`config.mk`:
```
export PLATFORM = sky130hd
export DESIGN_NAME = mem_arbiter_flat
export DESIGN_NICKNAME = d
export VERILOG_FILES = /design/src/rtl/mem_arbiter_if.sv /design/src/rtl/mem_arbiter.sv /design/src/flat_wrapper.sv
export SDC_FILE = /design/constraint.sdc
export NUM_CORES = 1
export LEC_CHECK = 0
export BUFFER_PORTS_ARGS = -buffer_cell sky130_fd_sc_hd__clkbuf_2
export CAP_MARGIN = 20
export CORE_ASPECT_RATIO = 0.9
export CORE_UTILIZATION = 45
export CTS_CLUSTER_DIAMETER = 40
export DETAILED_ROUTE_END_ITERATION = 16
export HOLD_SLACK_MARGIN = 0.02
export PLACE_DENSITY = 0.8
export SLEW_MARGIN = 20
export SYNTH_ARGS = -nofsm -noshare
export SYNTH_HDL_FRONTEND = slang
export SYNTH_SLANG_ARGS = --single-unit
```
`constraint.sdc`:
```
create_clock -name clk -period 2.2 [get_ports clk]
set_clock_uncertainty 0.1 [all_clocks]
set_input_delay 0.22 -clock clk [delete_from_list [all_inputs] [get_ports clk]]
set_output_delay 0.22 -clock clk [all_outputs]
set_load 0.03 [all_outputs]
```
`src/rtl/mem_arbiter_if.sv`:
```
// mem_arbiter_if: bus bundle between the two requesters, the shared memory
// port and the arbiter.
//   m0_*/m1_*  : per-requester req/addr/wdata/we in, ready/rdata out
//   address/data_out/we/data_in : single synchronous memory port
//   gnt        : one-hot current owner (00 when idle)
// Modports: slave = arbiter side, master = requesters + memory side.
interface mem_arbiter_if #(
  parameter int AW = 32,
  parameter int DW = 32
);
  logic          m0_req,   m1_req;
  logic [AW-1:0] m0_addr,  m1_addr;
  logic [DW-1:0] m0_wdata, m1_wdata;
  logic          m0_we,    m1_we;
  logic          m0_ready, m1_ready;
  logic [DW-1:0] m0_rdata, m1_rdata;
  logic [AW-1:0] address;
  logic [DW-1:0] data_out;
  logic [DW-1:0] data_in;
  logic          we;
  logic [1:0]    gnt;

  modport slave (
    input  m0_req, m1_req, m0_addr, m1_addr, m0_wdata, m1_wdata, m0_we, m1_we,
    input  data_in,
    output m0_ready, m1_ready, m0_rdata, m1_rdata,
    output address, data_out, we, gnt
  );

  modport master (
    output m0_req, m1_req, m0_addr, m1_addr, m0_wdata, m1_wdata, m0_we, m1_we,
    output data_in,
    input  m0_ready, m1_ready, m0_rdata, m1_rdata,
    input  address, data_out, we, gnt
  );
endinterface

```
`src/rtl/mem_arbiter.sv`:
```
// mem_arbiter: shares one synchronous memory port between two requesters.
// Each access runs IDLE (arbitrate + latch) -> ACCESS (bus driven, we for
// writes) -> RESP (read data returned, ready pulsed) -> IDLE.
// Ports:
//   clk    : clock, rising edge
//   resetn : synchronous active-low reset
//   bus    : mem_arbiter_if.slave (requester handshakes, memory port, gnt)
// Build option:
//   ARB_FIXED_PRIO_EN defined   -> m0 always wins a tie (m1 may starve)
//   ARB_FIXED_PRIO_EN undefined -> round-robin on ties (default)
module mem_arbiter #(
  parameter int AW = 32,
  parameter int DW = 32
) (
  input  logic          clk,
  input  logic          resetn,
  mem_arbiter_if.slave  bus
);

  typedef enum logic [1:0] {IDLE, ACCESS, RESP} state_t;

  state_t        r_state;
  logic          r_own;       // latched owner: 0 = m0, 1 = m1
  logic          r_we;        // latched access type, kept for RESP
  logic          r_bus_we;
  logic [AW-1:0] r_address;   // doubles as the latched request address
  logic [DW-1:0] r_data_out;  // doubles as the latched write data
  logic [1:0]    r_gnt;
  logic [1:0]    r_ready;
  logic [DW-1:0] r_rdata0, r_rdata1;
`ifndef ARB_FIXED_PRIO_EN
  logic          r_last;      // previous winner, 1 after reset so m0 wins first tie
`endif
  logic          w_win;       // winner of this IDLE cycle: 0 = m0, 1 = m1

  always_comb begin
`ifdef ARB_FIXED_PRIO_EN
    w_win = !bus.m0_req;
`else
    // Tie goes to the port that did not win last; a lone requester always wins.
    w_win = (bus.m0_req && bus.m1_req) ? !r_last : bus.m1_req;
`endif
  end

  always_ff @(posedge clk) begin
    if (!resetn) begin
      r_state    <= IDLE;
      r_own      <= 1'b0;
      r_we       <= 1'b0;
      r_bus_we   <= 1'b0;
      r_address  <= '0;
      r_data_out <= '0;
      r_gnt      <= 2'b00;
      r_ready    <= 2'b00;
      r_rdata0   <= '0;
      r_rdata1   <= '0;
`ifndef ARB_FIXED_PRIO_EN
      r_last     <= 1'b1;
`endif
    end else begin
      case (r_state)
        IDLE: begin
          if (bus.m0_req || bus.m1_req) begin
            r_own      <= w_win;
            r_we       <= w_win ? bus.m1_we    : bus.m0_we;
            r_bus_we   <= w_win ? bus.m1_we    : bus.m0_we;
            r_address  <= w_win ? bus.m1_addr  : bus.m0_addr;
            r_data_out <= w_win ? bus.m1_wdata : bus.m0_wdata;
            r_gnt      <= w_win ? 2'b10 : 2'b01;
`ifndef ARB_FIXED_PRIO_EN
            r_last     <= w_win;
`endif
            r_state    <= ACCESS;
          end
        end
        ACCESS: begin
          r_bus_we <= 1'b0;
          r_ready  <= r_own ? 2'b10 : 2'b01;
          r_state  <= RESP;
        end
        RESP: begin
          if (!r_we) begin
            if (r_own) r_rdata1 <= bus.data_in;
            else       r_rdata0 <= bus.data_in;
          end
          r_ready    <= 2'b00;
          r_gnt      <= 2'b00;
          r_address  <= '0;
          r_data_out <= '0;
          r_state    <= IDLE;
        end
        default: r_state <= IDLE;
      endcase
    end
  end

  // Memory data only arrives during RESP, the same cycle ready is high, so the
  // owner's rdata bypasses data_in then; the register holds it afterwards.
  assign bus.m0_rdata = (r_state == RESP && !r_own && !r_we) ? bus.data_in : r_rdata0;
  assign bus.m1_rdata = (r_state == RESP &&  r_own && !r_we) ? bus.data_in : r_rdata1;
  assign bus.m0_ready = r_ready[0];
  assign bus.m1_ready = r_ready[1];
  assign bus.address  = r_address;
  assign bus.data_out = r_data_out;
  assign bus.we       = r_bus_we;
  assign bus.gnt      = r_gnt;

endmodule
```
`src/flat_wrapper.sv`:
```
// flat-port wrapper written by rule: the top's interface ports become plain ports
module mem_arbiter_flat 
#(
  parameter int AW = 32,
  parameter int DW = 32
)
  (clk, resetn, bus_m0_req, bus_m1_req, bus_m0_addr, bus_m1_addr, bus_m0_wdata, bus_m1_wdata, bus_m0_we, bus_m1_we, bus_data_in, bus_m0_ready, bus_m1_ready, bus_m0_rdata, bus_m1_rdata, bus_address, bus_data_out, bus_we, bus_gnt);
  mem_arbiter_if #(.AW(AW), .DW(DW)) bus_i ();
  input  logic clk;
  input  logic resetn;
  input wire logic [$bits(bus_i.m0_req)-1:0] bus_m0_req;
  input wire logic [$bits(bus_i.m1_req)-1:0] bus_m1_req;
  input wire logic [$bits(bus_i.m0_addr)-1:0] bus_m0_addr;
  input wire logic [$bits(bus_i.m1_addr)-1:0] bus_m1_addr;
  input wire logic [$bits(bus_i.m0_wdata)-1:0] bus_m0_wdata;
  input wire logic [$bits(bus_i.m1_wdata)-1:0] bus_m1_wdata;
  input wire logic [$bits(bus_i.m0_we)-1:0] bus_m0_we;
  input wire logic [$bits(bus_i.m1_we)-1:0] bus_m1_we;
  input wire logic [$bits(bus_i.data_in)-1:0] bus_data_in;
  output wire logic [$bits(bus_i.m0_ready)-1:0] bus_m0_ready;
  output wire logic [$bits(bus_i.m1_ready)-1:0] bus_m1_ready;
  output wire logic [$bits(bus_i.m0_rdata)-1:0] bus_m0_rdata;
  output wire logic [$bits(bus_i.m1_rdata)-1:0] bus_m1_rdata;
  output wire logic [$bits(bus_i.address)-1:0] bus_address;
  output wire logic [$bits(bus_i.data_out)-1:0] bus_data_out;
  output wire logic [$bits(bus_i.we)-1:0] bus_we;
  output wire logic [$bits(bus_i.gnt)-1:0] bus_gnt;
  assign bus_i.m0_req = bus_m0_req;
  assign bus_i.m1_req = bus_m1_req;
  assign bus_i.m0_addr = bus_m0_addr;
  assign bus_i.m1_addr = bus_m1_addr;
  assign bus_i.m0_wdata = bus_m0_wdata;
  assign bus_i.m1_wdata = bus_m1_wdata;
  assign bus_i.m0_we = bus_m0_we;
  assign bus_i.m1_we = bus_m1_we;
  assign bus_i.data_in = bus_data_in;
  assign bus_m0_ready = bus_i.m0_ready;
  assign bus_m1_ready = bus_i.m1_ready;
  assign bus_m0_rdata = bus_i.m0_rdata;
  assign bus_m1_rdata = bus_i.m1_rdata;
  assign bus_address = bus_i.address;
  assign bus_data_out = bus_i.data_out;
  assign bus_we = bus_i.we;
  assign bus_gnt = bus_i.gnt;
  mem_arbiter #(.AW(AW), .DW(DW)) u_core (.clk(clk), .resetn(resetn), .bus(bus_i));
endmodule
```
## Word-level counts from Yosys, hierarchy flattened

Cells that the tools add are included.

| word-level totals | value |
|---|---|
| flip-flop bits (word level) | 138 |
| bits in latches | 0 |
| RAM bits | 0 |
| bits in read-only memories | 0 |
| input bits | 166 |
| output and inout port bits | 133 |
| memories kept | 0 |

| operators by class | value |
|---|---|
| $add $sub $neg | 0 |
| multipliers | 0 |
| divide/modulo/power cells | 0 |
| order comparisons | 0 |
| equality and inequality tests | 3 |
| shift operators | 0 |
| mux-type cells | 19 |
| bitwise logic cells | 2 |
| reduce and logical (&&, ||, !) cells | 18 |

Operator list:

| operator | number |
|---|---|
| $mux 32 | 6 |
| $pmux 32 s2 | 2 |
| $pmux 2 s2 | 3 |
| $mux 2 | 4 |
| $reduce_and 2->1 | 3 |
| $reduce_and 3->1 | 2 |
| $reduce_bool 2->1 | 3 |
| $logic_and 1x1->1 | 5 |
| $logic_not 1->1 | 3 |
| $mux 1 | 3 |
| $eq 2x1->1 const B | 1 |
| $eq 2x2->1 const B | 1 |
| $logic_not 2->1 | 1 |
| $ne 2x1->1 const B | 1 |
| $not 1->1 | 2 |
| $pmux 1 s2 | 1 |
| $logic_or 1x1->1 | 1 |

## Logic depth before layout (Yosys ltp)

Gate-level depths: netlist of run 1.

| depth | value |
|---|---|
| depth after elaboration | 5 |
| mapped depth | 7 |

## Worst setup path before layout of run 1

No wires, ideal clock.

| timing | value |
|---|---|
| kind | flip-flop to flip-flop |
| from | register u_core.r_state[0] |
| to | register u_core.r_rdata0[21] |
| arrival | 1.791 ns |
| slack | 0.194 ns |
| cell stages (with the launch flop) | 7 |
| buffers on the path | 1 |
| clock period less this slack | 2.006 ns |
| cell sequence | dfxtp_1 > inv_1 > ha_1 > nor3b_4 > buf_6 > mux2_1 > and2_1 |

| between the ends | value |
|---|---|
| longest elaborated chain between the ends | 2 |

RTL lines:

| element | line | RTL |
|---|---|---|
| start: declaration | mem_arbiter.sv:22 | `state_t r_state;` |
| start signal: assignment | mem_arbiter.sv:47 | `r_state <= IDLE;` |
| start signal: assignment | mem_arbiter.sv:73 | `r_state <= ACCESS;` |
| start signal: assignment | mem_arbiter.sv:79 | `r_state <= RESP;` |
| $eq 2x2->1 | mem_arbiter.sv:61 | `case (r_state)` |
| $reduce_and 3->1 (no line) | n/a |  |
| end signal: assignment | mem_arbiter.sv:84 | `else r_rdata0 <= bus.data_in;` |
| end: declaration | mem_arbiter.sv:30 | `logic [DW-1:0] r_rdata0, r_rdata1;` |

Every way passes these cells.
A chain may end at the register's enable or synchronous reset.

## Worst setup path after layout of run 1

| timing | value |
|---|---|
| from | register u_core.r_state[1] |
| to | output port bus_m0_rdata[7] |

| between the ends | value |
|---|---|
| longest elaborated chain between the ends | 4 |

RTL lines:

| element | line | RTL |
|---|---|---|
| $eq 2x2->1 | mem_arbiter.sv:99 | `assign bus.m0_rdata = (r_state == RESP && !r_own && !r_we) ? bus.data_in : r_rdata0;` |
| $logic_and 1x1->1 (2 in a row) | mem_arbiter.sv:99 |  |
| $mux 32 | mem_arbiter.sv:99 |  |
| end: declaration | flat_wrapper.sv:22 | `output wire logic [$bits(bus_i.m0_rdata)-1:0] bus_m0_rdata;` |

Every way passes these cells.

==> results of run 1 <==
[layout by cell type, fill, tap and decap left out, types with 5 or more instances in the layout]
| master | n |
|---|---|
| buf_6 | 6 |
| buf_12 | 8 |
| dfxtp_1 | 136 |
| buf_4 | 33 |
| o2bb2ai_2 | 5 |
| a21oi_1 | 5 |
| mux2_4 | 64 |
| o2bb2ai_1 | 59 |
| dlygate4sd3_1 | 125 |
| nor2_1 | 7 |
| and2_1 | 64 |
| clkbuf_16 | 19 |
| clkinv_2 | 5 |
| mux2i_1 | 67 |
| clkbuf_2 | 234 |
| buf_8 | 61 |
[metal layers]
metal | track usage, % | routed length, um | vias up | share of wire [%]
li1 | - | - | 2621 | -
met1 | 34.5 | 8750 | 2905 | 34
met2 | 62.2 | 12900 | 436 | 50
met3 | 10.5 | 2370 | 160 | 9.1
met4 | 27.0 | 2000 | 0 | 7.7
met5 | 0 | 0 | - | 0
[sequential cells by signal (all words and copies together), names as in the netlist]
register	flops
u_core.bus.address	32
u_core.bus.data_out	32
u_core.bus.gnt	2
u_core.bus.we	1
u_core.r_last	1
u_core.r_own	1
u_core.r_rdata0	32
u_core.r_rdata1	32
u_core.r_ready	2
u_core.r_state	2
u_core.r_we	1
[cells by family after synthesis]
kind of cell    Yosys count
simple gates             81
flops                   138
compound gates           82
mux                     131
fa+ha+maj                 4
buf+inv                  39
[critical path: cells and delay by family (launching register included)]
kind	cells	cell delay, ps
adders and majority gates	1	150
and+or+nand+nor	1	220
muxes	1	340
DFF	1	360
buffers and inverters	3	460
[final timing paths]
check                               from                       to  slack (ps)  cells past startpoint
setup / recovery       u_core.r_state[1]          bus_m0_rdata[7]         -60                      6
setup reg to reg           u_core.r_last   u_core.bus.address[17]         130                      6
hold / removal          bus_m1_wdata[25]  u_core.bus.data_out[25]          80                      3
hold reg to reg   u_core.bus.address[21]   u_core.bus.address[21]         370                      1
[per-stage QoR]
step	utilization (%)	cell area, sq um	hold slack (ps)
floorplan	-	5760	295
global placement	60.2	7380	344
finish	85.1	10400	79.9
CTS	82.1	10100	22.7
detailed placement	60.2	7380	347
global route	85.1	10400	89.9
[cell type report]
class	instances	area [sq um]
antenna	4	10.0
clock buffer	23	488
clock inverter	8	92.6
fill	552	1820
inverter	4	15.0
multi-input combinational	298	2950
sequential	138	2770
tap	160	200
timing repair buffer	471	3920
[repair_timing]
action,in CTS,in global routing
pin swaps,1,1
cloned,3,3
buffers inserted,12,11
hold buffers,123,2
endpoints found under the setup margin,64,92
gates resized for setup,170,103
hold endpoints to repair,65,1
[power by group]
group	total (mW)	switching (mW)	internal, mW
registers	2.86	0.152	2.70
clock network	2.88	1.10	1.78
logic	2.10	1.15	0.955
total	7.84	2.40	5.43
==> run_results.csv, run 1 <==
group,metric,value,unit
drt,drc,0,
logic_synthesis,ys.warnings.count,0,
clock_network,clock_latency,410,ps
logic_synthesis,synthTopCellsByArea,"dfxtp_1 48%, mux2i_1 12%, mux2_2 12%",
critical_path,crit_type,"reg -> out",
drt,vias,6122,
sta,tightest_slew,535,ps
global_route,grt_overflow,0,
global_route,grt_max_degree,66,
critical_path,cp_slowest_cell,"dfxtp_2",
placed_design,hpwl,12.0,mm
logic_synthesis,ys.flop_type,"dfxtp_1",
logic_synthesis,yosysSeqAreaShare,48.0,%
die,die_h,109,um
logic_synthesis,ys_top_cells_by_count,"138 x dfxtp_1, 67 x mux2i_1, 64 x and2_1",
sta,timing.fmax,443,MHz
logic_synthesis,synth_area,5760,sq um
logic_synthesis,yosysMostFrequentCell,"dfxtp_1",
logic_synthesis,synth-xor-area-share,0,%
logic_synthesis,synth_edf_count,0,
die,ios,299,
sta,slew_viol_final,0,
global_route,antenna_found_initial,5,
sta,grt_setup_unrepaired,"yes",
layout,drive_gt1_share,48.4,%
logic_synthesis,synth_top_area_share,48.0,%
layout,nets,1100,
layout,fin_cells,1106,
critical_path,cpPeakStageDelay,360,ps
drt,firstDrtPassIters,5,
global_route,grt_use_total,35.0,%
layout,area_delta_synth_final,81.3,%
sta,relSlewSlack,64.4,%
clock_network,clk_pin_slew,60,ps
critical_path,critPathLaunchType,"flop",
clock_network,ctsHtreeMaxLevel,4,
sta,setup_tns,-1020,ps
logic_synthesis,synth_mux_area_share,24.2,%
power,p_total,7.84,mW
power,p_per_area,750,nW/um^2
logic_synthesis,synth_nets,645,
logic_synthesis,synth_cells,475,
global_route,grt_pass1_wl,34.6,mm
logic_synthesis,synth_compound_area_share,12.4,%
placed_design,place.gp.congestion,0.845,
logic_synthesis,synth_top_area_cell,"dfxtp_1",
drt,wl_per_cell,23.6,um
logic_synthesis,synth_cell_types,33,
clock_network,root_buffer,"clkbuf_16",
drt,drt_wl_total,26.1,mm
sta,post-route-min-period,2260,ps
critical_path,critPathArrivalTime,1940,ps
placed_design,post-place-ws,104,ps
clock_network,cts_tree,"yes",
job,cap_violations,0,
logic_synthesis,synth_top_family_by_area,"multiplexers",
drt,ant_nets,0,
placed_design,placed_cells,919,
critical_path,cp_max_fo,8,
critical_path,required,1880,ps
sta,setup_violations,32,
logic_synthesis,synth-adder-area-share,0.869,%
critical_path,cp-end-kind,"primary output",
global_route,grt_pass1_vias,6468,
logic_synthesis,ys_ff_latch,138,
clock_network,clkSinkCount,138,
die,core-area,12300,sq um
logic_synthesis,yosys.area_share.simple,9.01,%
outcome,outcome,"finished, violations left",
drt,drt_iter0_markers,401,
sta,worst_slack,-58.1,ps
placed_design,portBuffers,298,
hold_path,hp-class,"in -> reg",
logic_synthesis,synthArstFlopShare,0,%
die,start_util,47.0,%
sta,hold_viol,0,
critical_path,path_cells,"ha_4 -> nor3b_4 -> buf_6 -> buf_16 -> mux2_4 -> buf_8",
die,row_count,38,
logic_synthesis,syn_area_per_cell,12.1,sq um
power,leakagePower,4.94,nW
drt,viasPerCell,5.54,
power,vdd_drop_max,0.000628,V
clock_network,numCtsBuffers,17,
die,die_x,121,um
sta,post-route-period-util,103,%
die,dieArea,13300,sq um
outcome,violations,"negative setup slack",
clock_network,clock_path_buffers,2,
Power figures use the tool's default switching activity.
==> run 2: changes to the inputs <==
--- a/config.mk
+++ b/config.mk
@@ -9,6 +9,7 @@
 export CAP_MARGIN = 20
 export CORE_ASPECT_RATIO = 0.9
 export CORE_UTILIZATION = 45
+export CTS_BUF_LIST = sky130_fd_sc_hd__clkbuf_16
 export CTS_CLUSTER_DIAMETER = 40
 export DETAILED_ROUTE_END_ITERATION = 16
 export HOLD_SLACK_MARGIN = 0.02
==> run_results.csv, run 2 (same netlist as run 1, synthesis figures left out) <==
group,metric,value,unit
outcome,outcome,"finished, violations left",
outcome,violations,"negative setup slack",
global_route,grt_pass1_vias,6556,
power,p_total,7.64,mW
clock_network,ctsHtreeMaxLevel,4,
drt,drt_iter0_markers,471,
die,die_h,109,um
global_route,grt_max_degree,66,
drt,wl_per_cell,23.4,um
clock_network,cts_tree,"yes",
power,leakagePower,4.83,nW
sta,tightest_slew,502,ps
clock_network,clk_pin_slew,60,ps
layout,nFillCells,586,
drt,firstDrtPassIters,5,
critical_path,cp-end-kind,"primary output",
global_route,grt_pass1_wl,35.5,mm
drt,ant_nets,0,
critical_path,critPathLaunchType,"flop",
placed_design,place.gp.congestion,0.845,
global_route,antenna_found_initial,4,
drt,drc,0,
die,dieArea,13300,sq um
layout,nets,1093,
critical_path,reg2regPathDepth,6,
layout,postLayoutCoreUtil,83.7,%
die,row_count,38,
job,cap_violations,0,
layout,multi_input_area,2900,sq um
hold_path,hp-class,"in -> reg",
layout,area_delta_synth_final,78.3,%
die,die_x,121,um
critical_path,critPathArrivalTime,1950,ps
clock_network,numCtsBuffers,17,
die,core-area,12300,sq um
sta,hold_viol,0,
placed_design,hpwl,12.0,mm
sta,post-route-min-period,2270,ps
clock_network,clkSinkCount,138,
sta,timing.fmax,440,MHz
drt,drt_wl_total,25.7,mm
die,ios,299,
sta,post-route-period-util,103,%
critical_path,required,1880,ps
layout,seqCellArea,2770,sq um
global_route,grt_use_total,36.2,%
drt,vias,6123,
layout,layout_commonest_cell,"clkbuf_2",
placed_design,portBuffers,298,
critical_path,cp_max_fo,8,
drt,viasPerCell,5.57,
power,p_per_area,743,nW/um^2
sta,grt_setup_unrepaired,"yes",
hold_path,timing.hold.worst_path_depth,3,
critical_path,crit_type,"reg -> out",
sta,slew_viol_final,0,
sta,fin_hold_ws,27.6,ps
layout,final_cell_mix,"234 x clkbuf_2, 136 x dfxtp_1, 125 x dlygate4sd3_1, 67 x mux2i_1, 64 x and2_1",
die,start_util,47.0,%
clock_network,clock_latency,410,ps
layout,drive_gt1_share,47.6,%
power,vdd_drop_max,0.000526,V
sta,setup_violations,46,
global_route,grt_overflow,0,
clock_network,clock_path_buffers,2,
sta,worst_slack,-70.6,ps
placed_design,post-place-ws,104,ps
clock_network,root_buffer,"clkbuf_16",
sta,relSlewSlack,66.5,%
## run 2: cell types whose count changed in the layout (fill, tap and decap cells not counted), sizes merged
cell / change
inv: +2
clkbuf: +8
buf: -21
clkinv: +4
## run 2: path summary, 6_finish.rpt
kind / startpoint / to / slack [ps]
max: u_core.r_state[1] / bus_m0_rdata[23] / -70
min: bus_m1_wdata[11] / u_core.bus.data_out[11] / 30
min reg2reg: u_core.bus.data_out[7] / u_core.bus.data_out[7] / 370
max reg2reg: u_core.r_last / u_core.bus.address[17] / 150
## run 2: area by class of cell
class	instances	share of cell area [%]
Multi-Input combinational cell	298	28.2
Inverter	4	0.146
Tap cell	160	1.95
Sequential cell	138	26.9
Clock inverter	14	1.12
Clock buffer	17	4.14
Timing Repair Buffer	464	37.4
Antenna cell	4	0.0974
## run 2: repair_timing
| item | in CTS | in global routing |
|---|---|---|
| hold buffers | 125 | 0 |
| endpoints found under the setup margin | 64 | 94 |
| buffers inserted | 10 | 6 |
| gates resized for setup | 170 | 75 |
| hold endpoints to repair | 65 | 0 |
| cloned | 3 | 3 |
| pin swaps | 1 | 1 |
## run 2: through the flow
step,std cells,setup TNS [ps],area (sq um)
2_1_floorplan,475,0,5760
3_3_place_gp,919,0,7380
3_5_place_dp,919,0,7380
4_1_cts,1088,-4960,10000
5_1_grt,1099,-5880,10300
6_report,1099,-1520,10300
## run 2: where the power goes
| group | internal [mW] | total, mW | leakage [nW] | switching, mW |
|---|---|---|---|---|
| Sequential | 2.70 | 2.85 | 1.13 | 0.149 |
| Combinational | 0.942 | 2.08 | 3.43 | 1.14 |
| Clock | 1.63 | 2.70 | 0.274 | 1.08 |
## run 2: layer usage
layer,part of all wire (%),vias to the layer above,GRT usage [%]
met2,51,446,66.1
li1,-,2610,-
met3,8.6,157,10.0
met5,0.035,-,0
met1,33,2908,35.2
met4,6.9,2,26.7
## run 2: worst max-delay path: stages, from the launching register on
cell     delay, ps
dfxtp_2        360
ha_4           150
nor3b_4        220
buf_6          170
buf_16         160
mux2_4         340
buf_8          140
